File: src/rtl/multiplier_arbiter.sv
// Round-robin arbiter that serialises requester jobs onto one shared
// sequential multiplier: clear it, start it, wait for done or a watchdog
// expiry, then hold the response until the consumer accepts it.
module multiplier_arbiter #(
  parameter  int N_REQ   = 4,
  parameter  int WIDTH   = 8,
  parameter  int TIMEOUT = 64,
  localparam int IDW     = (N_REQ > 1) ? $clog2(N_REQ) : 1,
  localparam int WDW     = $clog2(TIMEOUT)
) (
  input  logic                     clock,
  input  logic                     reset,
  input  logic [N_REQ-1:0]         req_valid,
  output logic [N_REQ-1:0]         req_ready,
  input  logic [N_REQ*WIDTH-1:0]   req_multiplicand,
  input  logic [N_REQ*WIDTH-1:0]   req_multiplier,
  output logic                     mul_n_reset,
  output logic                     mul_start,
  output logic [WIDTH-1:0]         mul_multiplicand,
  output logic [WIDTH-1:0]         mul_multiplier,
  input  logic                     mul_ready,
  input  logic [2*WIDTH-1:0]       mul_product,
  output logic                     resp_valid,
  input  logic                     resp_ready,
  output logic [IDW-1:0]           resp_id,
  output logic [2*WIDTH-1:0]       resp_product,
  output logic                     resp_error,
  output logic                     busy
);

  typedef enum logic [2:0] {
    ST_IDLE,
    ST_CLEAR,
    ST_START,
    ST_WAIT,
    ST_RESP
  } state_t;

  state_t             state_q, state_d;
  logic [IDW-1:0]     last_grant_q, last_grant_d;
  logic [IDW-1:0]     id_q, id_d;
  logic [WIDTH-1:0]   mcand_q, mcand_d;
  logic [WIDTH-1:0]   mplier_q, mplier_d;
  logic [WDW-1:0]     wdog_q, wdog_d;
  logic [2*WIDTH-1:0] prod_q, prod_d;
  logic               err_q, err_d;

  logic [WIDTH-1:0]   mcand_arr [N_REQ];
  logic [WIDTH-1:0]   mplier_arr [N_REQ];
  logic               grant_vld;
  logic [IDW-1:0]     grant_idx;
  int                 cand;

  // Unpack the flat operand buses so the winner can be picked by index.
  for (genvar i = 0; i < N_REQ; i++) begin : g_unpack
    assign mcand_arr[i]  = req_multiplicand[i*WIDTH +: WIDTH];
    assign mplier_arr[i] = req_multiplier[i*WIDTH +: WIDTH];
  end

  // Round-robin search starting just after the last served requester.
  always_comb begin
    grant_vld = 1'b0;
    grant_idx = '0;
    cand      = 0;
    for (int k = 1; k <= N_REQ; k++) begin
      cand = int'(last_grant_q) + k;
      if (cand >= N_REQ) cand = cand - N_REQ;
      if (!grant_vld && req_valid[IDW'(cand)]) begin
        grant_vld = 1'b1;
        grant_idx = IDW'(cand);
      end
    end
  end

  // Acceptance pulse to the winner, only while idle and out of reset.
  always_comb begin
    req_ready = '0;
    if (!reset && state_q == ST_IDLE && grant_vld) req_ready[grant_idx] = 1'b1;
  end

  // Next-state and datapath register update for the job sequence.
  always_comb begin
    state_d      = state_q;
    last_grant_d = last_grant_q;
    id_d         = id_q;
    mcand_d      = mcand_q;
    mplier_d     = mplier_q;
    wdog_d       = wdog_q;
    prod_d       = prod_q;
    err_d        = err_q;
    case (state_q)
      ST_IDLE: begin
        if (grant_vld) begin
          id_d     = grant_idx;
          mcand_d  = mcand_arr[grant_idx];
          mplier_d = mplier_arr[grant_idx];
          state_d  = ST_CLEAR;
        end
      end
      ST_CLEAR: state_d = ST_START;
      ST_START: begin
        wdog_d  = WDW'(TIMEOUT - 1);
        state_d = ST_WAIT;
      end
      ST_WAIT: begin
        if (mul_ready) begin
          prod_d  = mul_product;
          err_d   = 1'b0;
          state_d = ST_RESP;
        end else if (wdog_q == '0) begin
          prod_d  = '0;
          err_d   = 1'b1;
          state_d = ST_RESP;
        end else begin
          wdog_d = wdog_q - 1'b1;
        end
      end
      ST_RESP: begin
        if (resp_ready) begin
          last_grant_d = id_q;
          state_d      = ST_IDLE;
        end
      end
      default: state_d = ST_IDLE;
    endcase
  end

  // State registers; reset aborts any job and gives requester 0 first priority.
  always_ff @(posedge clock or posedge reset) begin
    if (reset) begin
      state_q      <= ST_IDLE;
      last_grant_q <= IDW'(N_REQ - 1);
      id_q         <= '0;
      mcand_q      <= '0;
      mplier_q     <= '0;
      wdog_q       <= '0;
      prod_q       <= '0;
      err_q        <= 1'b0;
    end else begin
      state_q      <= state_d;
      last_grant_q <= last_grant_d;
      id_q         <= id_d;
      mcand_q      <= mcand_d;
      mplier_q     <= mplier_d;
      wdog_q       <= wdog_d;
      prod_q       <= prod_d;
      err_q        <= err_d;
    end
  end

  // The multiplier stays cleared for the whole reset, not just in CLEAR.
  assign mul_n_reset      = ~reset & (state_q != ST_CLEAR);
  assign mul_start        = (state_q == ST_START);
  assign mul_multiplicand = mcand_q;
  assign mul_multiplier   = mplier_q;
  assign resp_valid       = (state_q == ST_RESP);
  assign resp_id          = id_q;
  assign resp_product     = prod_q;
  assign resp_error       = err_q;
  assign busy             = (state_q != ST_IDLE);

endmodule

File: config.mk
export PLATFORM = sky130hd
export DESIGN_NAME = multiplier_arbiter
export DESIGN_NICKNAME = d
export VERILOG_FILES = /design/src/rtl/multiplier_arbiter.sv
export SDC_FILE = /design/constraint.sdc
export NUM_CORES = 1
export LEC_CHECK = 0
export CORE_MARGIN = 3
export CORE_UTILIZATION = 55
export DETAILED_ROUTE_END_ITERATION = 6
export DONT_BUFFER_PORTS = 1
export PLACE_DENSITY_LB_ADDON = 0.2
export SYNTH_ARGS = -nofsm -noshare
export SYNTH_HDL_FRONTEND = slang
export SYNTH_SLANG_ARGS = --single-unit
File: constraint.sdc
create_clock -name clock -period 4.5 [get_ports clock]
set_clock_uncertainty 0.05 [all_clocks]
set_input_delay 0.9 -clock clock [delete_from_list [all_inputs] [get_ports clock]]
set_output_delay 0.9 -clock clock [all_outputs]
set_load 0.02 [all_outputs]
### Word-level counts from Yosys, hierarchy flattened

Index checks and enable logic that the tools add are counted.

* output and inout bits: 43
* input port bits: 88
* logic and storage cells: 106
* memories: 0
* bits in writable memories: 0
* ROM bits: 0
* latch bits: 0
* bits in registers: 46

* magnitude comparators: 11
* bitwise gates (word level): 3
* add/subtract/negate cells: 9
* muxes and demuxes: 45
* divide/modulo/power cells: 0
* multiply operators: 0
* equal/unequal tests: 10
* reductions and logical operators: 20
* shifts and indexed selects: 0

Operators by type and width (count)
* 8-bit binary-select mux with 2-bit select: 2
* 16-bit 2-to-1 mux: 2
* 8-bit 2-to-1 mux: 4
* 2-bit by 4-bit less-than comparator with 1-bit output, second input constant: 4
* 2-bit 2-to-1 mux: 8
* 1-bit 2-to-1 mux: 15
* 3-bit one-hot mux with 5 select lines: 1
* 3-bit >= comparator, second input constant: 4
* 3-bit 2-to-1 mux: 4
* 6-bit 2-to-1 mux: 2
* 6-bit one-hot mux with 2 select lines: 1
* 1-bit binary-select mux with 2-bit select: 4
* 2-bit by 1-bit subtractor with 2-bit output, second input constant: 4
* 2-bit by 2-bit adder with 3-bit output, second input constant: 2
* 3-bit by 2-bit equality test with 1-bit output, second input constant: 2
* 1-bit logical AND: 6
* 6-bit logical NOT: 1
* 2-bit != test, second input constant: 3
* 2-bit AND reduction: 3
* 3-bit AND reduction: 2
* 6-bit by 1-bit subtractor with 6-bit output, second input constant: 1
* 2-bit by 3-bit adder with 4-bit output, second input constant: 1
* 4-bit by 3-bit >= comparator with 1-bit output, second input constant: 1
* 1-bit logical NOT: 4
* 16 further kinds: 17

### Logic depth before layout (Yosys ltp)

* depth after elaboration: 21
* gate-level depth with buffers: 7
* depth with buffers taken out: 6

### Worst setup path after synthesis

No wires, ideal clock.

* path kind: input to output
* start: input reset
* end: output req_ready[0]
* setup slack: 1.249 ns
* data arrival time: 2.301 ns
* data required time: 3.550 ns
* buffers on the path: 0
* stages: 2
* path through: inv_1 -> and3_1

* cells in the longest elaborated chain, start to end: 4

RTL lines
* start: declaration: line 12 `input logic reset,`
* 1-bit logical NOT (no line)
* 1-bit logical AND (2 in a row): line 78 `if (!reset && state_q == ST_IDLE && grant_vld) req_ready[grant_idx] = 1'b1;`
* 4-bit 2-to-1 mux: line 78
* end: declaration: line 14 `output logic [N_REQ-1:0] req_ready,`

Every way passes these cells.

### Worst setup path after layout

* start: register state_q[0]
* end: output req_ready[3]

* cells in the longest elaborated chain, start to end: 4

RTL lines
* start: declaration: line 39 `state_t state_q, state_d;`
* start signal: assignment: line 140 `state_q <= state_d;`
* 3-bit logical NOT: line 78
* 1-bit logical AND (2 in a row): line 78
* 4-bit 2-to-1 mux: line 78

Every way passes these cells.

==> results.md <==
- Outcome: completed
- Pre-antenna DRT Iters: 4
- Area leader, netlist: sky130_fd_sc_hd__dfrtp_1
- Ports placed on the boundary: roughly 130
- Master cell of the clock root buffer: sky130_fd_sc_hd__clkbuf_8
- Worst Setup Path Type: reg2out
- Power density over the cells: 722 nW/um^2
- TritonCTS buffer count: 5
- Shortest clock period the worst path allows after layout: around 3.7 ns
- Syn avg cell area: between 10 and 15 um^2
- Achievable Freq: 272 MHz
- Mapped Area: 2570 um^2
- Most numerous cell types in the synthesized netlist: 44 x sky130_fd_sc_hd__dfrtp_1, 24 x sky130_fd_sc_hd__nor2_1, 20 x sky130_fd_sc_hd__and3_1
- Vias post-DR: 1939
- H-tree depth: 2
- Met1 track utilization from global routing: between 20% and 30%
- Number of gates given a new drive strength after cts: 0
- Register bit total from synthesis: 46
- Starting density of the core: between 50% and 60%
- Detailed-route vias per instance: 6.60
- Share of the synthesized area in the top cell type: 42.8%
- Number of antenna-violating nets in the routed design: 0
- Filler instances: 384
- Setup TNS: 0 ns
- Synth Net Count: about 340
- Antenna cells: 0
- Global placement routability congestion: 0.791
- GR Util met3: about 7%
- Cell variety after synth: 45
- Leakage Power: 1.20 nW
- Register-to-register setup slack: 1.64 ns
- Clock slew seen by the registers of the worst setup and hold paths: 0.09 ns
- Max-slew headroom at the worst pin: 43.6%
- Drt total wl: 5880 um
- Number of buffers on the longest clock path: 2
- Post-route DRC violation count: 0
- Most used flip-flop cell after synthesis: sky130_fd_sc_hd__dfrtp_1
- Largest cells by area after synthesis: sky130_fd_sc_hd__dfrtp_1 43%, sky130_fd_sc_hd__mux2i_1 7.0%, sky130_fd_sc_hd__a221oi_1 5.4%
- Met2 GRT Util: roughly a third
- Post-synthesis sequential area ratio: 44.8%
- Die W: ~74 um
- Final Hold Fails: 0
- Total Power Consumption: 0.00192 W
- Kind of capture point of the worst setup path: primary output
- Core Rows: 24
- Most frequent cell after synthesis: sky130_fd_sc_hd__dfrtp_1
- Fraction of layout cells with a size suffix above 1: 14.9%
- Total congestion overflow: 0
- Post-synthesis to final-layout area growth: 3.31%
- Number of antenna violations at the first check in global routing: 0
- Die Span Y: between 70 and 80 um
- Final number of setup-violating endpoints: 0
- Largest driver fanout on the critical path: 20
- Async set-or-reset flop fraction in the synthesized netlist: 100%
- Hold Buf Count CTS: 0
- Drt initial violations: approximately 110
- Final worst-path cycle share: 81.6%
- Total placed cells including tap cells: 286
- IR Drop Worst-Case VDD: 0.000298 V
- Max-cap violations: 0
- PortBufs: 0
- Die Footprint: between 5000 and 6000 um^2
- Core region area: approximately 4400 um^2
- HPWL after detailed placement: 4380 um
- Transition time of the tightest slew-check pin: 0.844 ns
- Class of the most critical hold timing path: reg2reg
- Unrepaired setup endpoints after global routing: no
- Later-pin clock latency in the skew report: ~0.30 ns
- Total setup buffers inserted after CTS: 0
- Required time worst endpoint: about 3.6 ns
- Final instance count without filler cells: 294
- Number of synthesis warnings: 0
- CTS tree: built
- Startpoint types: flip-flop
- Slew Limit Fails: 0
- Global routing usage summed across all routing layers: about a fifth
- Count of flip-flops with a built-in enable after synthesis: 0
- Global-route wire length before repair: approximately 8500 um
- Busiest layer in global routing: met2
- Largest net degree at the start of global routing: 47
- Vias in the first global route: 1751
- Cells after Synth: 245
- Number of nets in the finished design: 331
- Signal arrival time at the worst endpoint: 2.72 ns
- Detailed-route wire length per cell: between 20 and 25 um
- Number of clock sinks: 46
[metrics by stage]
stage	area [um^2]	setup slack [ns]	utilization, %	hold slack [ns]
after floorplan	2570	1.25	-	0.440
after global placement	2560	1.24	57.7	0.462
after detailed placement	2560	1.16	57.7	0.474
after CTS	2660	0.815	59.8	0.494
after global routing	2660	0.631	59.8	0.550
final	2660	0.828	59.8	0.491
[state kept, by name, summed over array words and instances (netlist names)]
signal,flops
resp_product,16
wdog_q,6
last_grant_q,2
mul_multiplier,8
resp_id,2
mul_multiplicand,8
resp_error,1
state_q,3
[cell usage in the layout (no fill, tap or decap), drive strengths merged, types with 2 or more instances in the layout]
cell / Yosys / routed
dfrtp: 44 / 44
nor2: 25 / 25
and3: 20 / 20
mux2i: 18 / 18
a211oi: 17 / 17
a22o: 16 / 16
a221oi: 16 / 16
inv: 11 / 14
o21ai: 8 / 8
nand2: 7 / 7
nor3: 6 / 6
buf: 11 / 6
nand3: 6 / 6
a21oi: 5 / 5
clkbuf: 6 / 5
nor2b: 2 / 2
a31oi: 2 / 2
mux2: 2 / 2
a22oi: 2 / 2
xnor2: 2 / 2
ha: 2 / 2
dfstp: 2 / 2
[layer usage]
| layer | share of wire (%) | wire, um | up-vias |
|---|---|---|---|
| li1 | - | - | 913 |
| met1 | 40 | 2350 | 932 |
| met2 | 51 | 2970 | 92 |
| met3 | 9.2 | 541 | 2 |
| met4 | 0.32 | 19 | 0 |
| met5 | 0 | 0 | - |
[worst paths after layout]
| check | startpoint | to | depth (start not counted) |
|---|---|---|---|
| max reg2reg | state_q[0]$_DFFE_PP0P_ | mul_multiplier[2]$_DFFE_PP0P_ | 6 |
| max | state_q[0]$_DFFE_PP0P_ | req_ready[3] | 5 |
| min reg2reg | wdog_q[5]$_DFFE_PP0P_ | wdog_q[5]$_DFFE_PP0P_ | 2 |
| min | wdog_q[5]$_DFFE_PP0P_ | wdog_q[5]$_DFFE_PP0P_ | 2 |
| min in group asynchronous | reset | mul_multiplicand[1]$_DFFE_PP0P_ | 2 |
| max in group asynchronous | reset | last_grant_q[0]$_DFFE_PP1P_ | 2 |
[final cells by class]
| cell class | count | area [um^2] | share of cell area (%) |
|---|---|---|---|
| clock buffer | 5 | 68.8 | 2.59 |
| clock inverter | 3 | 26.3 | 0.989 |
| inverter | 11 | 41.3 | 1.55 |
| multi-input combinational | 171 | 1260 | 47.3 |
| sequential | 46 | 1150 | 43.4 |
| tap | 52 | 65.1 | 2.45 |
| timing repair buffer | 6 | 45.0 | 1.69 |
[power by group]
group          internal (W)  switching [W]
registers          0.000608       0.000359
logic              0.000302       0.000385
clock network      0.000115       0.000148
[critical path: stages, from the launching register on]
cell	delay, ns
sky130_fd_sc_hd__dfrtp_1	0.57
sky130_fd_sc_hd__or3_4	0.50
sky130_fd_sc_hd__nor2_2	0.66
sky130_fd_sc_hd__nand3_2	0.28
sky130_fd_sc_hd__nor3_1	0.23
sky130_fd_sc_hd__buf_4	0.18
[cells by family after synthesis]
family,count (synthesis),synth area share [%]
buffers and inverters,28,6.27
DFF,46,44.8
xor gates and xnor gates,2,0.681
adders and majority gates,2,0.973
muxes,20,7.88
AOI/OAI and AO/OA,74,24.6
and+or+nand+nor,73,14.8
Power figures use the tool's default switching activity.
==> edit 1, RTL diff (config.mk and constraints unchanged) <==
Set the parameter `N_REQ` to 8 (it was 4).
--- a/src/rtl/multiplier_arbiter.sv
+++ b/src/rtl/multiplier_arbiter.sv
@@ -2,7 +2,7 @@
 // sequential multiplier: clear it, start it, wait for done or a watchdog
 // expiry, then hold the response until the consumer accepts it.
 module multiplier_arbiter #(
-  parameter  int N_REQ   = 4,
+  parameter  int N_REQ   = 8,
   parameter  int WIDTH   = 8,
   parameter  int TIMEOUT = 64,
   localparam int IDW     = (N_REQ > 1) ? $clog2(N_REQ) : 1,
Ports: changed (5 resized); port bits go from 131 to 204. No check against the original RTL was run, so the function may have changed too.
==> edit 1 against the unedited design <==
- sequential cell count up 2
- area after synthesis up 51%
- first-iteration DRC count up 94%
- final area up 63%
- routed wire length up 86%
- total power rose to 2.8 times the old value
- die area up 46%
- worst setup slack worse by 0.76 ns
- critical endpoint is now req_ready[5]
- highest routed layer is now met5
==> edit 1: results (changes against the unedited design) <==
Leading post-synthesis cells by cell area: sky130_fd_sc_hd__dfrtp_1 29%, sky130_fd_sc_hd__mux4_2 26%, sky130_fd_sc_hd__mux2i_1 6.2% (was sky130_fd_sc_hd__dfrtp_1 43%, sky130_fd_sc_hd__mux2i_1 7.0%, sky130_fd_sc_hd__a221oi_1 5.4%). The routed length on met2 came out at 5880 um (was 2970 um). The highest layer used for signal routing is met5 (was met4).

The sequential cell area fraction in the yosys report came out at 31.1% (was 44.8%). The maximum number of pins on one net before global-route repair came out at 49 (was 47). The wire length of the first global-routing pass came to 16,700 um (was 8540 um).

The critical path's largest stage delay is 0.58 ns (was 0.66 ns). The wire length on met1 is 3940 um (was 2350 um). The detailed placement HPWL came to 8440 um (was 4380 um). The post-synthesis share of cell area spent on full adders, half adders and majority gates came out at 1.29% (was 0.973%). The post-placement cell area came out at 3980 um^2 (was 2560 um^2). Run status: finished clean (unchanged).

The maximum vdd drop is 882 uV (was 298 uV). The number of nets in the final layout is 503 (was 331). The final weighted congestion in routability-driven placement came out at 0.967 (was 0.791). The share of synthesized area spent on multiplexers came out at 35.7% (was 7.88%). The number of global-route vias before repair came out at 2,893 (was 1,751). Synth top cells by count: 45 x sky130_fd_sc_hd__dfrtp_1, 44 x sky130_fd_sc_hd__mux4_2, 35 x sky130_fd_sc_hd__nand2_1 (was 44 x sky130_fd_sc_hd__dfrtp_1, 24 x sky130_fd_sc_hd__nor2_1, 20 x sky130_fd_sc_hd__and3_1). The number of detailed-route iterations in the first pass is 5 (was 4). The xor and xnor area share after synthesis is 1.55% (was 0.681%). The worst-path maximum fanout was 7 (was 20). The leakage dissipation came out at 1.75 nW (was 1.20 nW). The via-per-instance ratio came out at 6.86 (was 6.60).

The global-route usage over all layers came out at 26.1% (was 20.4%). The initial detailed-routing violation count came out at 204 (was 105). The relative slew slack came out at 34.7% (was 43.6%).
edit 1: repair_timing:
action | 4_1_cts | 5_1_grt
hold endpoints to repair | 0 | 0
cloned | 0 | 0
endpoints found under the setup margin | 8 | 8
gates resized for setup | 2 | 30
pin swaps | 0 | 13
buffers inserted | 0 | 8
edit 1: cells by family (layout without fill, tap and decap cells):
group	Yosys count	count (layout)
xor+xnor	6	6
fa+ha+maj	4	4
buf+inv	35	37
simple gates	92	92
flops	48	48
compound gates	78	78
mux	79	79
edit 1: path summary, 6_finish.rpt:
path	end	slack, ns	cells after the start
hold reg to reg	wdog_q[5]$_DFFE_PP0P_	0.50	2
setup reg to reg	mul_multiplier[0]$_DFFE_PP0P_	0.29	12
setup / recovery	req_ready[5]	0.07	10
max in group asynchronous	resp_id[1]$_DFFE_PP0P_	3.14	1
hold / removal	wdog_q[5]$_DFFE_PP0P_	0.50	2
min in group asynchronous	state_q[1]$_DFFE_PP0P_	0.64	1
edit 1: layer usage:
| metal | up-vias | track usage [%] |
|---|---|---|
| li1 | 1325 | - |
| met1 | 1492 | 32.5 |
| met2 | 168 | 45.3 |
| met3 | 11 | 7.43 |
| met4 | 2 | 5.87 |
| met5 | - | 0 |
edit 1: power breakdown:
part           leakage [nW]  total (mW)  switching, mW  internal (mW)
Sequential            0.572        1.03          0.391          0.640
Combinational          1.10        3.96           1.93           2.02
Clock                0.0784       0.425          0.147          0.278
edit 1: tightest hold or removal path, cell delays in order, from the launching register on:
cell and delay (ns):
sky130_fd_sc_hd__dfrtp_1 0.38, sky130_fd_sc_hd__xnor2_1 0.08, sky130_fd_sc_hd__o21ai_0 0.06
edit 1: cell type report:
| type | count | area, um^2 | share of cell area [%] |
|---|---|---|---|
| flip-flops and latches | 48 | 1200 | 27.8 |
| multi-input cells | 259 | 2660 | 61.4 |
| clock buffers | 5 | 68.8 | 1.59 |
| clock inverters | 3 | 90.1 | 2.08 |
| repair buffers | 17 | 143 | 3.29 |
| inverters | 12 | 47.5 | 1.10 |
| well taps | 93 | 116 | 2.69 |
edit 1: stage by stage:
step | setup slack (ns) | cells
after global placement | 0.181 | 421
after detailed placement | 0.124 | 421
after CTS | 0.000257 | 429
final | 0.0656 | 437
after floorplan | -0.00227 | 342
after global routing | -0.0624 | 437
==> edit 2, RTL diff (same settings) <==
Made on the original files. Encoding of `state_t`: now one-hot (5 bits for 5 states).
--- a/src/rtl/multiplier_arbiter.sv
+++ b/src/rtl/multiplier_arbiter.sv
@@ -28,12 +28,12 @@
   output logic                     busy
 );
 
-  typedef enum logic [2:0] {
-    ST_IDLE,
-    ST_CLEAR,
-    ST_START,
-    ST_WAIT,
-    ST_RESP
+  typedef enum logic [4:0] {
+    ST_IDLE  = 5'b00001,
+    ST_CLEAR = 5'b00010,
+    ST_START = 5'b00100,
+    ST_WAIT  = 5'b01000,
+    ST_RESP  = 5'b10000
   } state_t;
 
   state_t             state_q, state_d;
Formal check against the unedited RTL: no difference found for any inputs over 10 cycles, from zero or initial values and one cycle with reset high; not proved beyond that.
==> edit 2 against the unedited design <==
- maximum frequency increased by 4.7%
- synthesized cell count increased by 10%
- final area increased by 5.8%
- sequential cell count increased by 2
- total power decreased by 4.4%
- sequential share of layout area decreased by 0.55 points
- worst setup slack improved by 0.16 ns
- routed wire length increased by 11%
- die area increased by 4.2%
- area after synthesis increased by 4.6%
- final cell count increased by 11%
- hold slack got worse by 0.0056 ns
==> edit 2: results (changes against the unedited design) <==
The global-route usage over all layers was 23.0% (was 20.4%). The sequential cell area fraction in the yosys report came out at 44.8% (about the same). The number of detailed-route iterations in the first pass came out at 4 (unchanged).

Leading post-synthesis cells by cell area: sky130_fd_sc_hd__dfrtp_1 42%, sky130_fd_sc_hd__a221oi_2 8.4%, sky130_fd_sc_hd__a22o_1 5.2% (was sky130_fd_sc_hd__dfrtp_1 43%, sky130_fd_sc_hd__mux2i_1 7.0%, sky130_fd_sc_hd__a221oi_1 5.4%). The average wire per standard cell is 20.2 um (was 20.0 um). The number of nets in the final layout was 349 (was 331). The met3 capacity usage during global routing is 7.58% (was 7.03%). The number of distinct standard cells referenced by the synthesized netlist came out at 46 (was 45). The number of cells traversed by the worst hold path is 1 (was 2).

The met2 track demand over resource came out at 38.7% (was 33.9%). The capturing instance or port of the critical path was req_ready[2] (was req_ready[3]). The wire length on met1 was 2600 um (was 2350 um). The leakage dissipation came to 1.17 nW (was 1.20 nW).

The antenna diode count is 0 (unchanged). The share of layout cells above drive strength 1 is 16.5% (was 14.9%). The maximum vdd drop is 286 uV (was 298 uV). The final weighted congestion in routability-driven placement came to 0.792 (was 0.791). The data arrival time of the worst path came out at 2.56 ns (was 2.72 ns). The wire length of the first global-routing pass is 10,700 um (was 8540 um). The detailed placement HPWL came out at 4760 um (was 4380 um).

Run status: finished clean (unchanged). The global-route track usage on met1 came out at 27.7% (was 25.2%). The routed length on met2 was 3200 um (was 2970 um). The reg-to-reg setup timing slack came to 2.12 ns (was 1.64 ns). The end point of the worst hold path is state_q[2]$_DFFE_PP0P_ (was wdog_q[5]$_DFFE_PP0P_).

The reg-to-reg critical path endpoint is wdog_q[5]$_DFFE_PP0P_ (was mul_multiplier[2]$_DFFE_PP0P_). The routed length on met3 is 640 um (was 541 um). The number of global-route vias before repair was 2,166 (was 1,751). The critical path's largest stage delay is 0.68 ns (was 0.66 ns). The switching power as a share of total power came out at 43.4% (was 46.6%). The number of instances resized during post-cts repair is 0 (unchanged). The source of the worst hold timing path is state_q[4]$_DFFE_PP0P_ (was wdog_q[5]$_DFFE_PP0P_). The launch point of the worst reg-to-reg path was wdog_q[0]$_DFFE_PP0P_ (was state_q[0]$_DFFE_PP0P_). The logic depth of the worst register-to-register path is 6 (unchanged). The worst-path maximum fanout is 22 (was 20). The beginning of the critical path was state_q[1]$_DFFE_PP0P_ (was state_q[0]$_DFFE_PP0P_). The number of antenna violations at the first check in global routing was 0 (unchanged). The cell at the slowest stage of the critical path is sky130_fd_sc_hd__or4b_4 (was sky130_fd_sc_hd__nor2_2). The initial detailed-routing violation count came out at 82 (was 105).

Synth top cells by count: 45 x sky130_fd_sc_hd__dfrtp_1, 23 x sky130_fd_sc_hd__nor2_1, 19 x sky130_fd_sc_hd__a31oi_1 (was 44 x sky130_fd_sc_hd__dfrtp_1, 24 x sky130_fd_sc_hd__nor2_1, 20 x sky130_fd_sc_hd__and3_1). The synthesized net count is 360 (was 335). The relative slew slack is 24.2% (was 43.6%). The maximum number of pins on one net before global-route repair came out at 49 (was 47). The via-per-instance ratio was 6.58 (was 6.60).
edit 2: changes by cell type after synthesis, sizes merged, moves of 14 or more:
cell,change
mux2i,-18
a31oi,+17
and3,-17
and2,+16
a211oi,-14
o21ai,+14
edit 2: power groups by stage:
stage / Clock [mW] / Sequential (mW) / Combinational [mW]
3_3_place_gp: 0 / 0.930 / 0.582
2_1_floorplan: 0 / 0.883 / 0.548
5_1_grt: 0.338 / 0.949 / 0.671
6_report: 0.319 / 0.923 / 0.591
4_1_cts: 0.325 / 0.926 / 0.598
3_5_place_dp: 0 / 0.933 / 0.596
edit 2: area by class of cell:
cell class / count / area, um^2
well taps: 65 / 81.3
flip-flops and latches: 48 / 1200
multi-input cells: 192 / 1350
fillers: 402 / 1720
repair buffers: 5 / 37.5
clock buffers: 5 / 68.8
inverters: 7 / 26.3
clock inverters: 3 / 47.5
edit 2: cells by family after synthesis:
| logic type | synth area share [%] |
|---|---|
| AND/OR/NAND/NOR | 19.4 |
| AO/OA/AOI/OAI | 28.0 |
| flip-flops | 44.8 |
| buffers and inverters | 5.44 |
| XOR/XNOR | 0.651 |
| multiplexers | 0.837 |
| adder cells (fa/ha/maj) | 0.930 |
edit 2: per-stage QoR:
| stage | std cells | total power [mW] | cell area (um^2) | setup slack [ns] | hold slack, ns |
|---|---|---|---|---|---|
| floorplan | 270 | 1.43 | 2690 | 1.05 | 0.425 |
| global placement | 317 | 1.51 | 2700 | 1.21 | 0.462 |
| detailed placement | 317 | 1.53 | 2700 | 1.19 | 0.479 |
| CTS | 325 | 1.85 | 2810 | 0.973 | 0.492 |
| global route | 325 | 1.96 | 2810 | 0.872 | 0.509 |
| finish | 325 | 1.83 | 2810 | 0.992 | 0.485 |
